==> src/rtl/change_dispenser_if.sv <==
// Request/response bundle between the purchase controller and the change dispenser.
// The master side issues change requests and the slave side dispenses the pieces.
interface change_dispenser_if;
  logic       change_start;
  logic [7:0] change_amount;
  logic       dispense_abort;
  logic [4:0] empty_mask;
  logic       out_money_fifty;
  logic       out_money_twenty;
  logic       out_money_ten;
  logic       out_money_five;
  logic       out_money_one;
  logic       dispense_busy;
  logic       dispense_done;
  logic       dispense_error;
  logic [7:0] remaining_money;
  logic [7:0] pieces_out;

  modport master (
    output change_start, change_amount, dispense_abort, empty_mask,
    input  out_money_fifty, out_money_twenty, out_money_ten, out_money_five, out_money_one,
    input  dispense_busy, dispense_done, dispense_error, remaining_money, pieces_out
  );

  modport slave (
    input  change_start, change_amount, dispense_abort, empty_mask,
    output out_money_fifty, out_money_twenty, out_money_ten, out_money_five, out_money_one,
    output dispense_busy, dispense_done, dispense_error, remaining_money, pieces_out
  );
endinterface

==> src/rtl/change_dispenser.sv <==
// Greedy change dispenser: pays an amount in 50/20/10/5/1 pieces, one paced pulse
// per piece for the hopper, and reports done, abort or shortage.
module change_dispenser #(
  parameter int GAP_CYCLES = 4
) (
  input  logic               sys_clk,
  input  logic               sys_rst_n,
  change_dispenser_if.slave  bus
);

  typedef enum logic [2:0] {IDLE, PULSE, GAP, DONE, ERROR} state_t;

  localparam int CW = (GAP_CYCLES > 1) ? $clog2(GAP_CYCLES) : 1;
  localparam logic [CW-1:0] GAP_LAST = CW'(GAP_CYCLES - 1);

  state_t        state, state_nx;
  logic [CW-1:0] gap_cnt, gap_cnt_nx;
  logic [7:0]    remaining, remaining_nx;
  logic [7:0]    pieces, pieces_nx;
  logic [4:0]    pulse, pulse_nx;
  logic [4:0]    coin_sel;
  logic [7:0]    coin_val;

  // Largest available denomination that still fits; mask is live every evaluation.
  always_comb begin
    coin_sel = '0;
    coin_val = '0;
    if (!bus.empty_mask[4] && remaining >= 8'd50) begin
      coin_sel = 5'b10000;
      coin_val = 8'd50;
    end else if (!bus.empty_mask[3] && remaining >= 8'd20) begin
      coin_sel = 5'b01000;
      coin_val = 8'd20;
    end else if (!bus.empty_mask[2] && remaining >= 8'd10) begin
      coin_sel = 5'b00100;
      coin_val = 8'd10;
    end else if (!bus.empty_mask[1] && remaining >= 8'd5) begin
      coin_sel = 5'b00010;
      coin_val = 8'd5;
    end else if (!bus.empty_mask[0] && remaining >= 8'd1) begin
      coin_sel = 5'b00001;
      coin_val = 8'd1;
    end
  end

  // NOTE: every always_comb output gets a default first so no path can infer a latch.
  always_comb begin
    state_nx     = state;
    gap_cnt_nx   = gap_cnt;
    remaining_nx = remaining;
    pieces_nx    = pieces;
    pulse_nx     = '0;
    case (state)
      IDLE: begin
        if (bus.change_start) begin
          remaining_nx = bus.change_amount;
          pieces_nx    = '0;
          state_nx     = (bus.change_amount != 8'd0) ? PULSE : DONE;
        end
      end
      PULSE: begin
        if (bus.dispense_abort) begin
          state_nx = IDLE;
        end else if (coin_sel != 5'b00000) begin
          pulse_nx     = coin_sel;
          remaining_nx = remaining - coin_val;
          pieces_nx    = (pieces == 8'hFF) ? pieces : pieces + 8'd1;
          gap_cnt_nx   = '0;
          state_nx     = (remaining == coin_val) ? DONE : GAP;
        end else begin
          state_nx = ERROR;
        end
      end
      GAP: begin
        if (bus.dispense_abort) begin
          state_nx = IDLE;
        end else if (gap_cnt == GAP_LAST) begin
          state_nx = PULSE;
        end else begin
          gap_cnt_nx = gap_cnt + 1'b1;
        end
      end
      DONE:    state_nx = IDLE;
      ERROR:   state_nx = IDLE;
      default: state_nx = IDLE;
    endcase
  end

  // NOTE: sequential state uses non-blocking assignments so all registers update together.
  always_ff @(posedge sys_clk or negedge sys_rst_n) begin
    if (!sys_rst_n) begin
      state     <= IDLE;
      gap_cnt   <= '0;
      remaining <= '0;
      pieces    <= '0;
      pulse     <= '0;
    end else begin
      state     <= state_nx;
      gap_cnt   <= gap_cnt_nx;
      remaining <= remaining_nx;
      pieces    <= pieces_nx;
      pulse     <= pulse_nx;
    end
  end

  assign bus.out_money_fifty  = pulse[4];
  assign bus.out_money_twenty = pulse[3];
  assign bus.out_money_ten    = pulse[2];
  assign bus.out_money_five   = pulse[1];
  assign bus.out_money_one    = pulse[0];
  assign bus.dispense_busy    = (state == PULSE) || (state == GAP);
  assign bus.dispense_done    = (state == DONE);
  assign bus.dispense_error   = (state == ERROR);
  assign bus.remaining_money  = remaining;
  assign bus.pieces_out       = pieces;

endmodule

==> src/flat_wrapper.sv <==
// flat-port wrapper written by rule: the top's interface ports become plain ports
module change_dispenser_flat 
#(
  parameter int GAP_CYCLES = 4
)
  (sys_clk, sys_rst_n, bus_change_start, bus_change_amount, bus_dispense_abort, bus_empty_mask, bus_out_money_fifty, bus_out_money_twenty, bus_out_money_ten, bus_out_money_five, bus_out_money_one, bus_dispense_busy, bus_dispense_done, bus_dispense_error, bus_remaining_money, bus_pieces_out);
  change_dispenser_if bus_i ();
  input  logic sys_clk;
  input  logic sys_rst_n;
  input wire logic [$bits(bus_i.change_start)-1:0] bus_change_start;
  input wire logic [$bits(bus_i.change_amount)-1:0] bus_change_amount;
  input wire logic [$bits(bus_i.dispense_abort)-1:0] bus_dispense_abort;
  input wire logic [$bits(bus_i.empty_mask)-1:0] bus_empty_mask;
  output wire logic [$bits(bus_i.out_money_fifty)-1:0] bus_out_money_fifty;
  output wire logic [$bits(bus_i.out_money_twenty)-1:0] bus_out_money_twenty;
  output wire logic [$bits(bus_i.out_money_ten)-1:0] bus_out_money_ten;
  output wire logic [$bits(bus_i.out_money_five)-1:0] bus_out_money_five;
  output wire logic [$bits(bus_i.out_money_one)-1:0] bus_out_money_one;
  output wire logic [$bits(bus_i.dispense_busy)-1:0] bus_dispense_busy;
  output wire logic [$bits(bus_i.dispense_done)-1:0] bus_dispense_done;
  output wire logic [$bits(bus_i.dispense_error)-1:0] bus_dispense_error;
  output wire logic [$bits(bus_i.remaining_money)-1:0] bus_remaining_money;
  output wire logic [$bits(bus_i.pieces_out)-1:0] bus_pieces_out;
  assign bus_i.change_start = bus_change_start;
  assign bus_i.change_amount = bus_change_amount;
  assign bus_i.dispense_abort = bus_dispense_abort;
  assign bus_i.empty_mask = bus_empty_mask;
  assign bus_out_money_fifty = bus_i.out_money_fifty;
  assign bus_out_money_twenty = bus_i.out_money_twenty;
  assign bus_out_money_ten = bus_i.out_money_ten;
  assign bus_out_money_five = bus_i.out_money_five;
  assign bus_out_money_one = bus_i.out_money_one;
  assign bus_dispense_busy = bus_i.dispense_busy;
  assign bus_dispense_done = bus_i.dispense_done;
  assign bus_dispense_error = bus_i.dispense_error;
  assign bus_remaining_money = bus_i.remaining_money;
  assign bus_pieces_out = bus_i.pieces_out;
  change_dispenser #(.GAP_CYCLES(GAP_CYCLES)) u_core (.sys_clk(sys_clk), .sys_rst_n(sys_rst_n), .bus(bus_i));
endmodule
==> config.mk <==
export PLATFORM = sky130hd
export DESIGN_NAME = change_dispenser_flat
export DESIGN_NICKNAME = d
export VERILOG_FILES = /design/src/rtl/change_dispenser_if.sv /design/src/rtl/change_dispenser.sv /design/src/flat_wrapper.sv
export SDC_FILE = /design/constraint.sdc
export NUM_CORES = 1
export LEC_CHECK = 0
export ABC_AREA = 1
export BUFFER_PORTS_ARGS = -buffer_cell sky130_fd_sc_hd__buf_2
export CAP_MARGIN = 20
export CORE_ASPECT_RATIO = 1.2
export CORE_MARGIN = 2
export CORE_UTILIZATION = 44
export CTS_CLUSTER_DIAMETER = 30
export CTS_CLUSTER_SIZE = 8
export DETAILED_ROUTE_END_ITERATION = 8
export PLACE_DENSITY = 0.78
export SLEW_MARGIN = 10
export SYNTH_ARGS = -nofsm -noshare
export SYNTH_HDL_FRONTEND = slang
export SYNTH_SLANG_ARGS = --single-unit
==> constraint.sdc <==
create_clock -name sys_clk -period 3.2 [get_ports sys_clk]
set_input_delay 0.64 -clock sys_clk [delete_from_list [all_inputs] [get_ports sys_clk]]
set_output_delay 0.64 -clock sys_clk [all_outputs]
set_load 0.05 [all_outputs]
==> Yosys cells after proc, flatten, opt, wreduce, memory -nomap -nowiden <==
Index checks and enable logic that the tools add are counted.
{ "totals": {"reg_bits": 26, "input_bits": 17, "out_inout_bits": 24, "word_cells": 82} }
{ "op_classes": {"add_sub_neg": 3, "n_lt_le_gt_ge": 5, "n_eq_ne": 14, "muxes": 35, "n_reduce_logical": 20} }
{ "op_table": {"columns": ["operator", "n"], "rows": [
  ["8-bit 2-to-1 mux", 11],
  ["5-bit 2-to-1 mux", 7],
  ["8-bit case mux with 2 select lines", 2],
  ["3-bit 2-to-1 mux", 5],
  ["2-bit 2-to-1 mux", 5],
  ["2-bit inequality test, second input constant", 5],
  ["5-bit AND reduction", 2],
  ["3-bit case mux with 3 select lines", 1],
  ["8-bit by 1-bit adder with 8-bit output, second input constant", 1],
  ["8-bit == test", 1],
  ["8-bit == test, second input constant", 1],
  ["8-bit by 1-bit >= comparator with 1-bit output, second input constant", 1],
  ["8-bit by 3-bit >= comparator with 1-bit output, second input constant", 1],
  ["8-bit by 4-bit >= comparator with 1-bit output, second input constant", 1],
  ["8-bit by 5-bit >= comparator with 1-bit output, second input constant", 1],
  ["8-bit by 6-bit >= comparator with 1-bit output, second input constant", 1],
  ["8-bit nonzero test", 1],
  ["8-bit subtractor", 1],
  ["3-bit by 2-bit == test with 1-bit output, second input constant", 2],
  ["1-bit logical AND", 5],
  ["1-bit zero test", 5],
  ["5-bit nonzero test", 1],
  ["2-bit case mux with 2 select lines", 1],
  ["4-bit AND reduction", 1],
  ["11 further kinds", 14]
]} }

==> Depth between registers and ports, before layout <==
{ "logic_depth": {"depth_word": 12, "ltp_mapped": 21, "ltp_nobuf": 21} }

==> Least setup slack after synthesis <==
Ideal clock, no wire load.
{ "synth_path": {"path_type": "reg-to-reg", "startpoint": "register u_core.remaining[1] (netlist: u_core.bus.remaining_money[1])", "endpoint": "register u_core.remaining[4] (netlist: u_core.bus.remaining_money[4])", "setup_ns": 0.120, "arrival_ns": 2.534, "t_required_ns": 3.080, "path_slack_ns": 0.546, "path_stages_with_launch": 17, "n_path_buf": 0, "synth_period_minus_slack_ns": 2.654, "path_cell_list": "dfrtp_1 > inv_2 > nand2_1 > nand2_1 > nand2_1 > nor2_1 > nor2_1 > nor2_4 > nand3_1 > nand2_1 > ha_1 > fa_1 > o21ai_0 > xnor2_1 > o21ai_0 > nand3_1 > nand2_1"} }
{ "synth_between": {"elab_chain_cells": 11, "elab_cells_between_ends": 27, "cone_classes": "add/sub: 1; order compare: 5; eq/ne: 1; mux: 13; reduce/logical: 7"} }
{ "synth_lines": {"columns": ["element", "line", "rtl"], "rows": [
  ["start, declared", "change_dispenser.sv:18", "logic [7:0] remaining, remaining_nx;"],
  ["start signal, assigned", "change_dispenser.sv:100", "remaining <= remaining_nx;"],
  ["8-bit by 1-bit >= comparator with 1-bit output", "change_dispenser.sv:40", "end else if (!bus.empty_mask[0] && remaining >= 8'd1) begin"],
  ["1-bit logical AND", "change_dispenser.sv:40", null],
  ["1-bit 2-to-1 mux", "change_dispenser.sv:40", null],
  ["8-bit 2-to-1 mux", "change_dispenser.sv:37", "end else if (!bus.empty_mask[1] && remaining >= 8'd5) begin"],
  ["8-bit 2-to-1 mux", "change_dispenser.sv:34", "end else if (!bus.empty_mask[2] && remaining >= 8'd10) begin"],
  ["8-bit 2-to-1 mux", "change_dispenser.sv:31", "end else if (!bus.empty_mask[3] && remaining >= 8'd20) begin"],
  ["8-bit 2-to-1 mux", "change_dispenser.sv:28", "if (!bus.empty_mask[4] && remaining >= 8'd50) begin"],
  ["8-bit subtractor", "change_dispenser.sv:66", "remaining_nx = remaining - coin_val;"],
  ["8-bit 2-to-1 mux", "change_dispenser.sv:64", "end else if (coin_sel != 5'b00000) begin"],
  ["8-bit 2-to-1 mux", "change_dispenser.sv:62", "if (bus.dispense_abort) begin"],
  ["8-bit case mux with 2 select lines", "change_dispenser.sv:53", "case (state)"]
]} }
Parallel ways exist; a longest one is shown, timed or not. The select of a mux whose other input is x is not followed.
A chain may end at the register's enable or synchronous reset.

==> Worst setup path after layout <==
{ "layout_path": {"startpoint": "register u_core.remaining[1] (netlist: u_core.bus.remaining_money[1])", "endpoint": "register u_core.remaining[5] (netlist: u_core.bus.remaining_money[5])"} }
Same word-level chain as after synthesis.

==> impl_metrics.json <==
{
  "p_leak_nw": 1.195,
  "hpwl_microns": 3590,
  "relSlewSlack": 0.6037,
  "cp_slowest_cell": "dfrtp_1",
  "numClockSinks": 26,
  "cts_buffer_depth": 2,
  "die_w_microns": 64.18,
  "fmax_mhz": 393.3,
  "cp_common_cell": "nand2_1",
  "drc": 0,
  "syn_inst": 273,
  "setup_slack_ns": 0.6572,
  "drt-wirelength-per-cell_microns": 12.15,
  "fin_cells": 369,
  "final_cell_mix": "nand2_1 (83), buf_2 (40), inv_1 (30)",
  "arrival_ns": 2.70,
  "syn_nets": 299,
  "ios": 41,
  "portBuffers": 40,
  "p_sw_frac": 0.5744,
  "startpoint_type": "register",
  "timing.rr.start": "u_core.bus.remaining_money[1]",
  "finalMaxSlewViolations": 0,
  "numPlacedInstances": 366,
  "fin_worst_skew_ns": 0.01098,
  "viasPerCell": 4.976,
  "hold_buffers": 0,
  "path_class": "register to register",
  "ys_warn_count": 0,
  "drt_iter0_markers": 70,
  "cap_violations": 0,
  "slowest_delay_ns": 0.45,
  "crit_fanout": 5,
  "comb_power_share": 0.708,
  "yosys.cell_types.count": 31,
  "root_buffer": "clkbuf_8",
  "max_slew.worst_pin.slew_ns": 0.5944,
  "dr_wl_met2_microns": 2276,
  "grt_pass1_vias": 1834,
  "power_density_mw_per_mm2": 1117,
  "dr.max_layer_used": "met4",
  "core_sq_mm": 0.004229,
  "fillers": 439,
  "pwr-share-seq": 0.217,
  "wl_met3_microns": 180,
  "cts_setup_buffers": 0,
  "dieArea_sq_mm": 0.004891,
  "num-nets-final": 341,
  "rsz0062_at_grt": "no",
  "ant_nets": 0,
  "syn-cell-area_sq_mm": 0.001912,
  "endpoint_kind": "register",
  "num_antenna_cells": 0,
  "h-tree-depth": 1,
  "dp_slack_ns": 0.5393,
  "drive_gt1_frac": 0.2300,
  "ir_drop_mv": 0.6293,
  "grt_start_max_net_pins": 27,
  "fin_crit_sh": 0.7946,
  "timing.final.hold_violations": 0,
  "p_sw_mw": 1.413,
  "multi_input_area_sq_mm": 0.001097,
  "min_period_ns": 2.543,
  "finalSetupViolations": 0,
  "rows": 26,
  "fp.dieH_microns": 76.21,
  "clkPwrFrac": 0.075,
  "gp_congestion": 0.8896,
  "worst_ep_required_time_ns": 3.36,
  "antenna_found_initial": 0,
  "vias": 1836,
  "clk_pin_slew_worst_paths_ns": 0.10,
  "whs_ns": 0.3683,
  "cts_resized": 0,
  "outcome": "complete, no violations",
  "firstDrtPassIters": 4,
  "grt_overflow": 0,
  "syn-mean-instance-area_sq_um": 7.003,
  "layout_commonest_cell": "nand2_1",
  "grt.total_usage": 0.2012,
  "path_cells": "inv_2, nand2_1, nand2_1, nand2_1, nor2_1, nor2_1, inv_1, nor2_1, o21ai_0, ha_1, a21oi_1, or2_2, nand3_1, nand2_1, nand3_1, nand2_1, nand3_1, nand2_1",
  "worstHoldPathType": "primary input to async pin",
  "internal_power_mw": 1.047,
  "cts_buffers": 3,
  "cts_tree": "done",
  "tns_ns": 0,
  "synthToLayoutAreaGrowth_pct": 15.18,
  "crit_start": "u_core.bus.remaining_money[1]",
  "yosysSeqAreaShare": 0.3403,
  "initial_utilization": 0.4521,
  "drt-met1-wl_microns": 1945,
  "seqCellArea_sq_um": 650.6,
  "insertion_delay_ns": 0.27,
  "synth_seq_cells": 26,
  "grt_pass1_wl_microns": 8024,
  "wl_microns": 4482
}
## metal layers
| metal | vias up | GRT usage |
|---|---|---|
| met5 | - | 0 |
| met4 | 0 | 0.05532 |
| met3 | 8 | 0.02511 |
| met2 | 42 | 0.3625 |
| met1 | 829 | 0.2488 |
| li1 | 957 | - |
## critical path, delay by kind of cell (launching register included)
kind	cells	cell delay (ns)
AO/OA/AOI/OAI	2	0.21
adder cells (fa/ha/maj)	1	0.38
flip-flops	1	0.45
buffers and inverters	2	0.19
AND/OR/NAND/NOR	13	1.22
## synthesized netlist by cell type, drive strengths merged
| cell | n | share of area |
|---|---|---|
| xor2 | 4 | 0.018 |
| nor3 | 4 | 0.013 |
| a21boi | 1 | 0.0039 |
| buf | 3 | 0.013 |
| clkinv | 1 | 0.0020 |
| dfrtp | 26 | 0.34 |
| nand4 | 5 | 0.016 |
| nand2 | 91 | 0.20 |
| a21oi | 11 | 0.031 |
| nor4 | 4 | 0.013 |
| ha | 8 | 0.052 |
| nand3 | 22 | 0.060 |
| or2 | 7 | 0.023 |
| nor2 | 27 | 0.063 |
| inv | 35 | 0.069 |
| clkbuf | 1 | 0.0020 |
| o21ai | 18 | 0.051 |
| fa | 1 | 0.010 |
| xnor2 | 4 | 0.018 |
## through the flow
step	utilization	power (mW)	instance area, sq um
5_1_grt	0.5207	2.723	2202
3_3_place_gp	0.5109	2.261	2161
4_1_cts	0.5207	2.472	2202
3_5_place_dp	0.5109	2.278	2161
2_1_floorplan	-	1.931	1912
6_report	0.5207	2.459	2202
## worst paths after layout
kind	to	cells past startpoint	slack [ns]
min in group sys_clk	u_core.gap_cnt[1]	2	0.48
max	u_core.bus.remaining_money[5]	18	0.66
min reg2reg	u_core.gap_cnt[1]	2	0.48
max reg2reg	u_core.bus.remaining_money[5]	18	0.66
min	u_core.bus.remaining_money[7]	1	0.37
max in group asynchronous	u_core.state[2]	1	2.44
## area by class of cell
cell class,count,share of cell area
Sequential cell,26,0.2955
Timing Repair Buffer,41,0.09432
Clock buffer,3,0.01875
Multi-Input combinational cell,207,0.4983
Inverter,36,0.06136
Tap cell,56,0.03182
## power by group through the flow
stage	logic [mW]	registers [mW]	clock network, mW
after global routing	1.97	0.549	0.202
after floorplan	1.18	0.752	0
final	1.74	0.533	0.185
after detailed placement	1.74	0.538	0
after CTS	1.75	0.533	0.192
after global placement	1.72	0.536	0
## state kept, by name (all words and copies together), names as in the netlist
register and cells:
u_core.bus.pieces_out 8, u_core.bus.remaining_money 8, u_core.pulse 5, u_core.state 3
u_core.gap_cnt 2
## cells by family after synthesis
kind of cell	synth area share
xor+xnor	0.03665
buf+inv	0.08573
simple gates	0.3887
compound gates	0.08574
flops	0.3403
fa+ha+maj	0.06283
(Power assumes the default switching activity.)
